`src/rtl/mod_period_meter_pkg.sv`:
```
// mod_period_meter_pkg: shared types and constants for the period meter and its helpers.
package mod_period_meter_pkg;

  // Measurement FSM: IDLE while disabled, ARM until the first rising edge, MEAS while timing.
  typedef enum logic [1:0] {
    IDLE,
    ARM,
    MEAS
  } meter_state_t;

  // Averaging window is 2**AVG_LOG2 periods when averaging is compiled in.
  localparam int unsigned AVG_LOG2 = 2;
  localparam int unsigned AVG_N    = 1 << AVG_LOG2;

endpackage

```
`src/rtl/mod_sync_edge.sv`:
```
// mod_sync_edge: synchronises an asynchronous level into clk_i and flags its edges.
// rise_o/fall_o are combinational from the synchroniser output and its one-cycle delayed copy,
// so they are valid for exactly one clk_i cycle per transition.
module mod_sync_edge #(
  parameter int unsigned SYNC_STAGES = 2
) (
  input  logic clk_i,
  input  logic rst_i,
  input  logic sig_i,
  output logic rise_o,
  output logic fall_o,
  output logic level_o
);

  logic [SYNC_STAGES-1:0] r_sync;
  logic                   r_level_d;
  logic                   w_level;

  assign w_level = r_sync[SYNC_STAGES-1];

  // Synchroniser chain plus one extra flop holding the previous synchronised level.
  always_ff @(posedge clk_i) begin
    if (rst_i) begin
      r_sync    <= '0;
      r_level_d <= 1'b0;
    end else begin
      r_sync    <= {r_sync[SYNC_STAGES-2:0], sig_i};
      r_level_d <= w_level;
    end
  end

  assign level_o = w_level;
  assign rise_o  = w_level & ~r_level_d;
  assign fall_o  = ~w_level & r_level_d;

endmodule

```
`src/rtl/mod_period_meter.sv`:
```
// mod_period_meter: measures period (rise to rise) and high time (rise to fall) of a slow
// asynchronous square wave, in clk_i cycles.
// Optional feature: define MOD_PERIOD_METER_AVG_EN to report the truncated mean of four
// consecutive periods (one valid_o per four periods, high_o from the fourth period).
module mod_period_meter
  import mod_period_meter_pkg::*;
#(
  parameter int unsigned CNT_W       = 16,
  parameter int unsigned SYNC_STAGES = 2
) (
  input  logic             clk_i,
  input  logic             rst_i,
  input  logic             sig_i,
  input  logic             en_i,
  output logic [CNT_W-1:0] period_o,
  output logic [CNT_W-1:0] high_o,
  output logic             valid_o,
  output logic             timeout_o
);

  localparam logic [CNT_W-1:0] CNT_MAX = '1;
  localparam logic [CNT_W-1:0] CNT_ONE = CNT_W'(1);

  logic             w_rise_raw;
  logic             w_fall_raw;
  logic             w_level;
  logic             w_rise;
  logic             w_fall;

  meter_state_t     r_state;
  meter_state_t     w_state_next;
  logic [CNT_W-1:0] r_cnt;
  logic [CNT_W-1:0] w_cnt_next;
  logic [CNT_W-1:0] r_hi_cap;
  logic [CNT_W-1:0] w_hi_cap_next;

  logic [CNT_W-1:0] r_period;
  logic [CNT_W-1:0] w_period_next;
  logic [CNT_W-1:0] r_high;
  logic [CNT_W-1:0] w_high_next;
  logic             r_valid;
  logic             w_valid_next;
  logic             r_timeout;
  logic             w_timeout_next;

  // A period just closed (rise seen while measuring) / the counter saturated without a rise.
  logic             w_sample;
  logic             w_timeout_set;

  mod_sync_edge #(
    .SYNC_STAGES (SYNC_STAGES)
  ) u_sync (
    .clk_i   (clk_i),
    .rst_i   (rst_i),
    .sig_i   (sig_i),
    .rise_o  (w_rise_raw),
    .fall_o  (w_fall_raw),
    .level_o (w_level)
  );

  // Edges are qualified with the settled level so a rise always sees the line high.
  assign w_rise = w_rise_raw & w_level;
  assign w_fall = w_fall_raw & ~w_level;

  // State, cycle counter and high-time capture registers.
  always_ff @(posedge clk_i) begin
    if (rst_i) begin
      r_state  <= IDLE;
      r_cnt    <= '0;
      r_hi_cap <= '0;
    end else begin
      r_state  <= w_state_next;
      r_cnt    <= w_cnt_next;
      r_hi_cap <= w_hi_cap_next;
    end
  end

  // FSM next state and counter. Disable beats everything; a rise beats saturation.
  always_comb begin
    w_state_next  = r_state;
    w_cnt_next    = r_cnt;
    w_hi_cap_next = r_hi_cap;
    w_sample      = 1'b0;
    w_timeout_set = 1'b0;
    if (!en_i) begin
      w_state_next = IDLE;
      w_cnt_next   = '0;
    end else begin
      case (r_state)
        IDLE: begin
          w_state_next = ARM;
          w_cnt_next   = '0;
        end
        ARM: begin
          if (w_rise) begin
            // First edge only opens the measurement window; no result yet.
            w_state_next = MEAS;
            w_cnt_next   = CNT_ONE;
          end else if (r_cnt == CNT_MAX) begin
            w_timeout_set = 1'b1;
            w_cnt_next    = '0;
          end else begin
            w_cnt_next = r_cnt + CNT_ONE;
          end
        end
        MEAS: begin
          if (w_rise) begin
            w_sample   = 1'b1;
            w_cnt_next = CNT_ONE;
          end else begin
            if (w_fall) begin
              w_hi_cap_next = r_cnt;
            end
            // Saturation never wraps: drop back to ARM and wait for a fresh edge.
            if (r_cnt == CNT_MAX) begin
              w_timeout_set = 1'b1;
              w_cnt_next    = '0;
              w_state_next  = ARM;
            end else begin
              w_cnt_next = r_cnt + CNT_ONE;
            end
          end
        end
        default: begin
          w_state_next = IDLE;
          w_cnt_next   = '0;
        end
      endcase
    end
  end

`ifdef MOD_PERIOD_METER_AVG_EN
  localparam int unsigned           ACC_W    = CNT_W + AVG_LOG2;
  localparam logic [AVG_LOG2-1:0]   SMP_LAST = AVG_LOG2'(AVG_N - 1);
  localparam logic [AVG_LOG2-1:0]   SMP_ONE  = AVG_LOG2'(1);

  logic [ACC_W-1:0]    r_acc;
  logic [ACC_W-1:0]    w_acc_next;
  logic [ACC_W-1:0]    w_acc_sum;
  logic [AVG_LOG2-1:0] r_smp;
  logic [AVG_LOG2-1:0] w_smp_next;
  logic                w_clear_acc;

  // A partial window is meaningless once the measurement chain is broken.
  assign w_clear_acc = ~en_i | w_timeout_set;

  // Accumulator and sample counter for the averaging window.
  always_ff @(posedge clk_i) begin
    if (rst_i) begin
      r_acc <= '0;
      r_smp <= '0;
    end else begin
      r_acc <= w_acc_next;
      r_smp <= w_smp_next;
    end
  end
`endif

  // Result registers: capture on a closed period (or window), hold otherwise.
  always_ff @(posedge clk_i) begin
    if (rst_i) begin
      r_period  <= '0;
      r_high    <= '0;
      r_valid   <= 1'b0;
      r_timeout <= 1'b0;
    end else begin
      r_period  <= w_period_next;
      r_high    <= w_high_next;
      r_valid   <= w_valid_next;
      r_timeout <= w_timeout_next;
    end
  end

  // Next result values; a valid strobe clears the sticky timeout.
  always_comb begin
    w_period_next  = r_period;
    w_high_next    = r_high;
    w_valid_next   = 1'b0;
    w_timeout_next = r_timeout | w_timeout_set;
`ifdef MOD_PERIOD_METER_AVG_EN
    w_acc_next = r_acc;
    w_smp_next = r_smp;
    w_acc_sum  = r_acc + {{AVG_LOG2{1'b0}}, r_cnt};
    if (w_clear_acc) begin
      w_acc_next = '0;
      w_smp_next = '0;
    end else if (w_sample) begin
      if (r_smp == SMP_LAST) begin
        w_period_next  = w_acc_sum[ACC_W-1:AVG_LOG2];
        w_high_next    = r_hi_cap;
        w_valid_next   = 1'b1;
        w_timeout_next = 1'b0;
        w_acc_next     = '0;
        w_smp_next     = '0;
      end else begin
        w_acc_next = w_acc_sum;
        w_smp_next = r_smp + SMP_ONE;
      end
    end
`else
    if (w_sample) begin
      w_period_next  = r_cnt;
      w_high_next    = r_hi_cap;
      w_valid_next   = 1'b1;
      w_timeout_next = 1'b0;
    end
`endif
  end

  assign period_o  = r_period;
  assign high_o    = r_high;
  assign valid_o   = r_valid;
  assign timeout_o = r_timeout;

endmodule
```
`config.mk`:
```
export PLATFORM = sky130hd
export DESIGN_NAME = mod_period_meter
export DESIGN_NICKNAME = d
export VERILOG_FILES = /design/src/rtl/mod_period_meter_pkg.sv /design/src/rtl/mod_sync_edge.sv /design/src/rtl/mod_period_meter.sv
export SDC_FILE = /design/constraint.sdc
export NUM_CORES = 1
export LEC_CHECK = 0
export ABC_AREA = 0
export BUFFER_PORTS_ARGS = -buffer_cell sky130_fd_sc_hd__buf_2
export CAP_MARGIN = 30
export CORE_MARGIN = 3
export CORE_UTILIZATION = 55
export CTS_CLUSTER_SIZE = 28
export DETAILED_ROUTE_END_ITERATION = 10
export PLACE_DENSITY = 0.81
export SYNTH_ARGS = -nofsm -noshare
export SYNTH_HDL_FRONTEND = slang
export SYNTH_SLANG_ARGS = --single-unit
```
`constraint.sdc`:
```
create_clock -name clk_i -period 2.35 [get_ports clk_i]
set_input_delay 0.47 -clock clk_i [delete_from_list [all_inputs] [get_ports clk_i]]
set_output_delay 0.47 -clock clk_i [all_outputs]
set_load 0.05 [all_outputs]
```
==> After elaboration in Yosys (flattened, before gate mapping) <==
Cells that the tools add are included.
{ "classes": {"add_sub_neg": 1, "n_eq_ne": 6, "mux": 14, "n_bitwise": 10, "reduce_logical": 8} }
{ "op_table": {"columns": ["op", "count"], "rows": [
  ["$add 16x1->16 const B", 1],
  ["$eq 16x16->1 const B", 1],
  ["$mux 1", 10],
  ["$mux 2", 3],
  ["$ne 2x2->1 const B", 3],
  ["$pmux 2 s3", 1],
  ["$reduce_or 2->1", 3],
  ["$not 1->1", 5],
  ["$reduce_or 5->1", 1],
  ["$and 1x1->1", 4],
  ["$reduce_and 4->1", 1],
  ["$reduce_and 3->1", 1],
  ["$reduce_or 3->1", 1],
  ["$eq 2x1->1 const B", 1],
  ["$eq 2x2->1 const B", 1],
  ["$logic_not 2->1", 1],
  ["$or 1x1->1", 1]
]} }
{ "totals": {"reg_bits": 71, "word_cells": 49} }

==> Depth between registers and ports, before layout <==
Gate-level depths: netlist of run 1.
{ "logic_depth": {"ltp_word": 7, "mapped_depth": 8, "ltp_nobuf": 6} }

==> Hierarchy <==
A second synthesis of run 1 with hierarchy kept.
{ "unflattened": {"hier_cells": 341, "area_unflattened_um2": 2783.9} }
{ "by_module_without_submodules": {"columns": ["module", "instances", "cells_each", "area_per_inst_um2"], "rows": [
  ["mod_period_meter", 1, 333, 2692.6],
  ["mod_sync_edge", 1, 8, 91.3]
]} }

==> Least setup slack after synthesis of run 1 <==
OpenSTA, ideal clock, no wires.
{ "synth_timing": {"kind": "flip-flop to flip-flop", "startpoint": "register r_cnt[0]", "endpoint": "register r_cnt[4]", "setup_ps": 115, "arrival_ps": 1522, "t_required_ps": 2235, "path_slack_ps": 713, "stages_incl_launch_ff": 8, "period_less_slack_ps": 1637, "cell_sequence": "dfxtp_1 -> ha_1 -> nand3_2 -> nor4_4 -> or2_1 -> buf_4 -> buf_6 -> nor2_1"} }
{ "synth_between": {"elab_chain_len": 2, "word_cells_on_any_way": 3, "classes_between": "1 x add/sub; 1 x eq/ne; 1 x reduce/logical"} }
{ "synth_lines": {"columns": ["element", "line", "source"], "rows": [
  ["start, declared", "mod_period_meter.sv:32", "logic [CNT_W-1:0] r_cnt;"],
  ["start signal, assigned", "mod_period_meter.sv:73", "r_cnt <= w_cnt_next;"],
  ["branches (longest 2 deep; another with $add 16x1->16)", null, null]
]} }
Parallel ways; which one is timed is not known.
A chain may end at the register's enable or synchronous reset.

==> Worst setup path after layout of run 1 <==
{ "layout_timing": {"startpoint": "register r_cnt[1]", "endpoint": "register r_cnt[11]"} }
The elaborated chain is that of the path after synthesis.

==> impl_metrics.ini, run 1 <==
[synth]
synth_cells = 331
synth_edf_count = 0
yosys_register_bits = 71
yosys_warnings = 0
async_flop_share = 0
synth_nets = 340
synthFlopType = dfxtp_1
yosysSeqAreaShare = 0.520
avgSynthCellArea_um2 = 8.26
yosysUniqueCellTypes = 32
syn_area_mm2 = 0.00273

[global_routing]
grt_use_total = 0.206
grt_overflow = 0
grt_start_max_net_pins = 55
grt_pass1_wl_um = 9640
grt_pass1_vias = 2133
antenna_found_initial = 0

[cells_and_area]
instances_no_fill = 438
area_growth_pct = 15.4
fin_util = 0.664
final_cell_area_mm2 = 0.00316
fin_nets = 375
layout-drive-gt1-share = 0.164
diodes = 0

[clock_network]
cts_inserted_buffers = 9
cts_tree = built
cts_setup_buffers = 0
path_clk_slew_ns = 0.07
clock_sinks = 71
clock_path_buffers = 2
htree_levels = 3
clock_latency_ns = 0.35
cts_resized = 0
holdBufCountCts = 0
clockRootBuffer = clkbuf_8

[die]
dieArea_mm2 = 0.00585
die_height_um = 76.5
initial_core_util = 0.575
rows = 25
fp.coreArea_mm2 = 0.00475
die_w_um = 76.5
num_io_pins = 38

[sta]
rsz0062_at_grt = no
finalClockSkew_ns = 0.00882
worst_slew_pin_slew_ns = 0.530
slew_viol_final = 0
slew_headroom = 0.647
hold_viol_final = 0
setup_viol = 0
tns_ns = 0
finalCritPeriodShare = 0.838
fmax_ghz = 0.508
fin_crit_ns = 1.97

[power_and_ir_drop]
power.density_mw_per_mm2 = 697
peakVddDrop_v = 0.000435
finalPower_mw = 2.20
p_leak_nw = 1.15

[setup_path]
cp-start-kind = flip-flop
worstSetupPathType = reg -> reg
endpoint_kind = flip-flop
reg2reg_depth = 5
worstPathArrival_ns = 2.18
required_ns = 2.56
reg2reg_setup_slack_ns = 0.38
timing.rr.end = r_cnt[11]
crit_path_start = r_cnt[1]
path_max_fanout = 14
reg2reg_from = r_cnt[1]
endpoint = r_cnt[11]

[drt]
detail_route.wl_per_cell_um = 12.9
drtPass1Iterations = 4
drt_iter0_markers = 126
vias_per_cell = 5.17
via_count = 2264
wl_um = 5630
ant_nets = 0
drc = 0

[placed_design]
place.gp.congestion = 0.803
post-dp-hpwl_um = 3760
port-buffer-count = 37
place_area_mm2 = 0.00296
post-place-cells = 422

[min_path]
hold_path.class = in -> reg
min_from = sig_i

[outcome]
outcome = complete, no violations

[run]
maxCapViolCount = 0
==> worst min path at each step <==
| stage | endpoint | cells after the start |
|---|---|---|
| global placement | u_sync.r_sync[1] | 1 |
| floorplan | u_sync.r_sync[1] | 1 |
| CTS | u_sync.r_sync[0] | 2 |
| detailed placement | u_sync.r_sync[1] | 1 |
| finish | u_sync.r_sync[0] | 2 |
| global route | u_sync.r_sync[0] | 2 |
==> per-stage QoR <==
step	hold WS, ns	setup WS (ns)
global placement	0.418	0.471
detailed placement	0.440	0.389
CTS	0.331	0.371
finish	0.333	0.381
global route	0.367	0.200
floorplan	0.414	0.713
==> registers in the layout, indices dropped and copies added (netlist names) <==
register          cells
r_cnt                16
u_sync.r_level_d      1
valid_o               1
r_state               2
timeout_o             1
period_o             16
u_sync.r_sync         2
r_hi_cap             16
high_o               16
==> worst max-delay path: stages, from the launching register on <==
cell and delay [ns]:
dfxtp_1 0.41, ha_1 0.23, nand3_2 0.19, nor4_4 0.42, or2_1 0.47, nor2_1 0.11
==> power by group <==
part           internal (mW)  switching [mW]  total (mW)  leakage, nW
clock                  0.519           0.426       0.945       0.0936
combinational         0.0135          0.0296      0.0431        0.480
sequential              1.21         0.00405        1.21        0.572
==> cells by family after synthesis <==
| kind of cell | Yosys count | synth area share |
|---|---|---|
| fa+ha+maj | 5 | 0.0229 |
| compound gates | 57 | 0.109 |
| buf+inv | 25 | 0.0398 |
| xor+xnor | 13 | 0.0416 |
| flops | 71 | 0.520 |
| mux | 2 | 0.00732 |
| simple gates | 158 | 0.259 |
==> cell usage in the layout, fill, tap and decap left out, types with 5 or more instances in the layout <==
cell,instances
a21oi_1,51
buf_2,37
buf_4,6
clkbuf_8,10
dfxtp_1,71
ha_1,5
inv_1,6
nand2_1,102
nand3_1,6
nor2_1,21
nor2b_1,5
nor4_1,5
xnor2_1,12
==> per-layer routing <==
| metal | routed length [um] | global-route usage |
|---|---|---|
| met5 | 0 | 0 |
| met1 | 2520 | 0.244 |
| met4 | 154 | 0.120 |
| met2 | 2730 | 0.342 |
| met3 | 223 | 0.0473 |
==> cells in the mapped netlist (2+ instances only) <==
master,n,area (um2)
buf_2,3,15.0
o21ai_0,2,10.0
nand3_1,6,30.0
nand2b_1,2,12.5
inv_1,6,22.5
xnor2_1,12,105
clkbuf_1,14,52.6
nor4_1,5,31.3
nor3_1,4,20.0
ha_1,5,62.6
and3_1,2,12.5
nand4_1,3,18.8
a21oi_1,51,255
nand2_1,102,383
mux2i_1,2,20.0
nor2_1,22,82.6
nor2b_1,5,31.3
dfxtp_1,71,1420
==> area by class of cell <==
cell class | count | area, um2
Clock buffer | 13 | 149
Clock inverter | 3 | 42.5
Fill cell | 425 | 1600
Inverter | 6 | 22.5
Multi-Input combinational cell | 235 | 1210
Sequential cell | 71 | 1420
Tap cell | 67 | 83.8
Timing Repair Buffer | 43 | 230
No activity file was read; power rests on OpenSTA's default activity.
==> inputs of run 2 (changes only) <==
--- a/config.mk
+++ b/config.mk
@@ -5,7 +5,7 @@
 export SDC_FILE = /design/constraint.sdc
 export NUM_CORES = 1
 export LEC_CHECK = 0
-export ABC_AREA = 0
+export ABC_AREA = 1
 export BUFFER_PORTS_ARGS = -buffer_cell sky130_fd_sc_hd__buf_2
 export CAP_MARGIN = 30
 export CORE_MARGIN = 3
==> constraint.sdc (replaced) <==
create_clock -name clk_i -period 1.95 [get_ports clk_i]
set_input_delay 0.39 -clock clk_i [delete_from_list [all_inputs] [get_ports clk_i]]
set_output_delay 0.39 -clock clk_i [all_outputs]
set_load 0.05 [all_outputs]
==> run 2 against run 1 <==
Net effect: cell area down 0.44%; highest routed layer unchanged; via count down 0.57%; largest power group unchanged; core utilization up 2.9 points; critical path depth up 3; largest cell class unchanged.
==> impl_metrics.ini, run 2 <==
[synth]
yosysTopAreaCellShare = 0.527
synth_cells = 341
synth_area_leader_cell = dfxtp_1
synthFlopType = dfxtp_1
yosys_register_bits = 71
yosys.area_share.simple = 0.245
syn_area_mm2 = 0.00270
yosysMostFrequentCell = nand2_1
avgSynthCellArea_um2 = 7.91
synthAdderAreaFrac = 0.0232
synth_area_leaders = dfxtp_1 53%, nand2_1 11%, nand3_1 6.1%, inv_1 4.9%, o21ai_0 4.8%
synth_nets = 350
synth_top_family_by_area = simple AND/OR/NAND/NOR gates
synthMuxAreaShare = 0
synth_common_cells = 77 x nand2_1, 71 x dfxtp_1, 35 x inv_1, 33 x nand3_1, 26 x o21ai_0
async_flop_share = 0
synth_xor_area_frac = 0.00325
yosys_warnings = 0
synth_compound_area_frac = 0.126
yosysUniqueCellTypes = 29
yosysSeqAreaShare = 0.527
synth_edf_count = 0

[drt]
drtPass1Iterations = 4
vias_per_cell = 4.98
ant_nets = 0
drt_iter0_markers = 191
drc = 0
via_count = 2251
detail_route.wl_per_cell_um = 12.2
wl_um = 5530

[placed_design]
place.gp.congestion = 0.854
port-buffer-count = 37
post-dp-hpwl_um = 3840

[sta]
slew_viol_final = 0
rsz0062_at_grt = no
tns_ns = 0
finalCritPeriodShare = 0.864
slew_headroom = 0.767
finalClockSkew_ns = 0.00708
worst_slew_pin_slew_ns = 0.349
fin_crit_ns = 1.68
setup_viol = 0
hold_viol_final = 0
fmax_ghz = 0.594

[setup_path]
path_max_fanout = 18
endpoint_kind = flip-flop
crit_buf_inv = 3
required_ns = 2.21
reg2reg_setup_slack_ns = 0.27
cp-start-kind = flip-flop
worstPathArrival_ns = 1.94
worstSetupPathType = reg -> reg
path_common_cell = inv_2
cpLargestDelayFamily = simple AND/OR/NAND/NOR gates
slowest_delay_ns = 0.35
crit_slowest_cell = dfxtp_1
path_cells = inv_1, ha_1, nand2_1, nor2_2, inv_2, nor2_8, inv_2, o21ai_0

[die]
dieArea_mm2 = 0.00578
die_w_um = 76.0
rows = 24
fp.coreArea_mm2 = 0.00453
num_io_pins = 38
initial_core_util = 0.595
die_height_um = 76.0

[power_and_ir_drop]
finalPower_mw = 2.67
p_sw_mw = 0.603
p_comb_frac = 0.024
power_frac_clock = 0.428
seqPwrFrac = 0.547
p_leak_nw = 1.39
peakVddDrop_v = 0.000533
p_int_mw = 2.07
power.density_mw_per_mm2 = 849
sw_frac_of_total = 0.226

[global_routing]
grt_start_max_net_pins = 40
grt_pass1_vias = 2013
grt_pass1_wl_um = 9220
grt_overflow = 0
grt_use_total = 0.199
antenna_found_initial = 0

[cells_and_area]
final-seq-area_mm2 = 0.00142
area_growth_pct = 16.5
multi_input_area_mm2 = 0.00107
fin_nets = 391
final_common_cell = nand2_1
diodes = 0
layout-drive-gt1-share = 0.186
final_cell_mix = 77 x nand2_1, 71 x dfxtp_1, 37 x buf_2
fill_cells = 363

[clock_network]
cts_setup_buffers = 0
cts_resized = 0
cts_inserted_buffers = 9
htree_levels = 3
clock_path_buffers = 2
holdBufCountCts = 0
cts_tree = built
clock_latency_ns = 0.33
clock_sinks = 71
clockRootBuffer = clkbuf_8
path_clk_slew_ns = 0.08

[run]
maxCapViolCount = 0

[outcome]
outcome = complete, no violations

[min_path]
hold_path.class = in -> reg
[run 2: final cells by class]
| cell class | count | area share |
|---|---|---|
| inverter | 39 | 0.0466 |
| timing repair buffer | 42 | 0.0709 |
| clock buffer | 9 | 0.0394 |
| multi-input combinational | 219 | 0.341 |
| tap | 65 | 0.0259 |
| clock inverter | 7 | 0.0235 |
| sequential | 71 | 0.452 |
[run 2: routing by layer]
layer  global-route usage  wire [um]
met2                0.285       2370
met4                0.127        179
met1                0.273       2650
met3               0.0414        334
met5                    0          0
[run 2: worst reg2reg max path, stage by stage, from the launching register on]
cell and delay (ns):
dfxtp_1 0.35, inv_1 0.11, ha_1 0.22, nand2_1 0.11
nor2_2 0.15, inv_2 0.08, nor2_8 0.22, inv_2 0.18
o21ai_0 0.19
[run 2: final timing paths]
check | cells after the start | end | startpoint
setup reg to reg | 8 | period_o[6] | r_state[0]
hold / removal | 3 | u_sync.r_sync[0] | sig_i
hold reg to reg | 2 | u_sync.r_sync[1] | u_sync.r_sync[0]
setup / recovery | 8 | period_o[6] | r_state[0]
[run 2: cell families (layout without fill, tap and decap cells)]
group,Yosys count,after routing
adders and majority gates,5,5
and+or+nand+nor,149,149
xor gates and xnor gates,1,1
DFF,71,71
AOI/OAI and AO/OA,64,64
buffers and inverters,51,97
[run 2: power groups by stage]
stage               combinational (mW)  sequential (mW)  clock, mW
global placement                0.0624             1.49          0
CTS                             0.0650             1.46       1.16
finish                          0.0648             1.46       1.14
floorplan                       0.0470             1.49          0
detailed placement              0.0645             1.49          0
global route                    0.0730             1.46       1.23
[run 2: metrics by stage]
| step | util | hold WS, ns | cell area [um2] | setup slack (ns) | std cells |
|---|---|---|---|---|---|
| global route | 0.693 | 0.245 | 3140 | 0.0922 | 452 |
| floorplan | - | 0.388 | 2700 | 0.520 | 341 |
| finish | 0.693 | 0.254 | 3140 | 0.266 | 452 |
| CTS | 0.693 | 0.239 | 3140 | 0.248 | 452 |
| detailed placement | 0.649 | 0.399 | 2940 | 0.265 | 436 |
| global placement | 0.649 | 0.391 | 2940 | 0.391 | 436 |
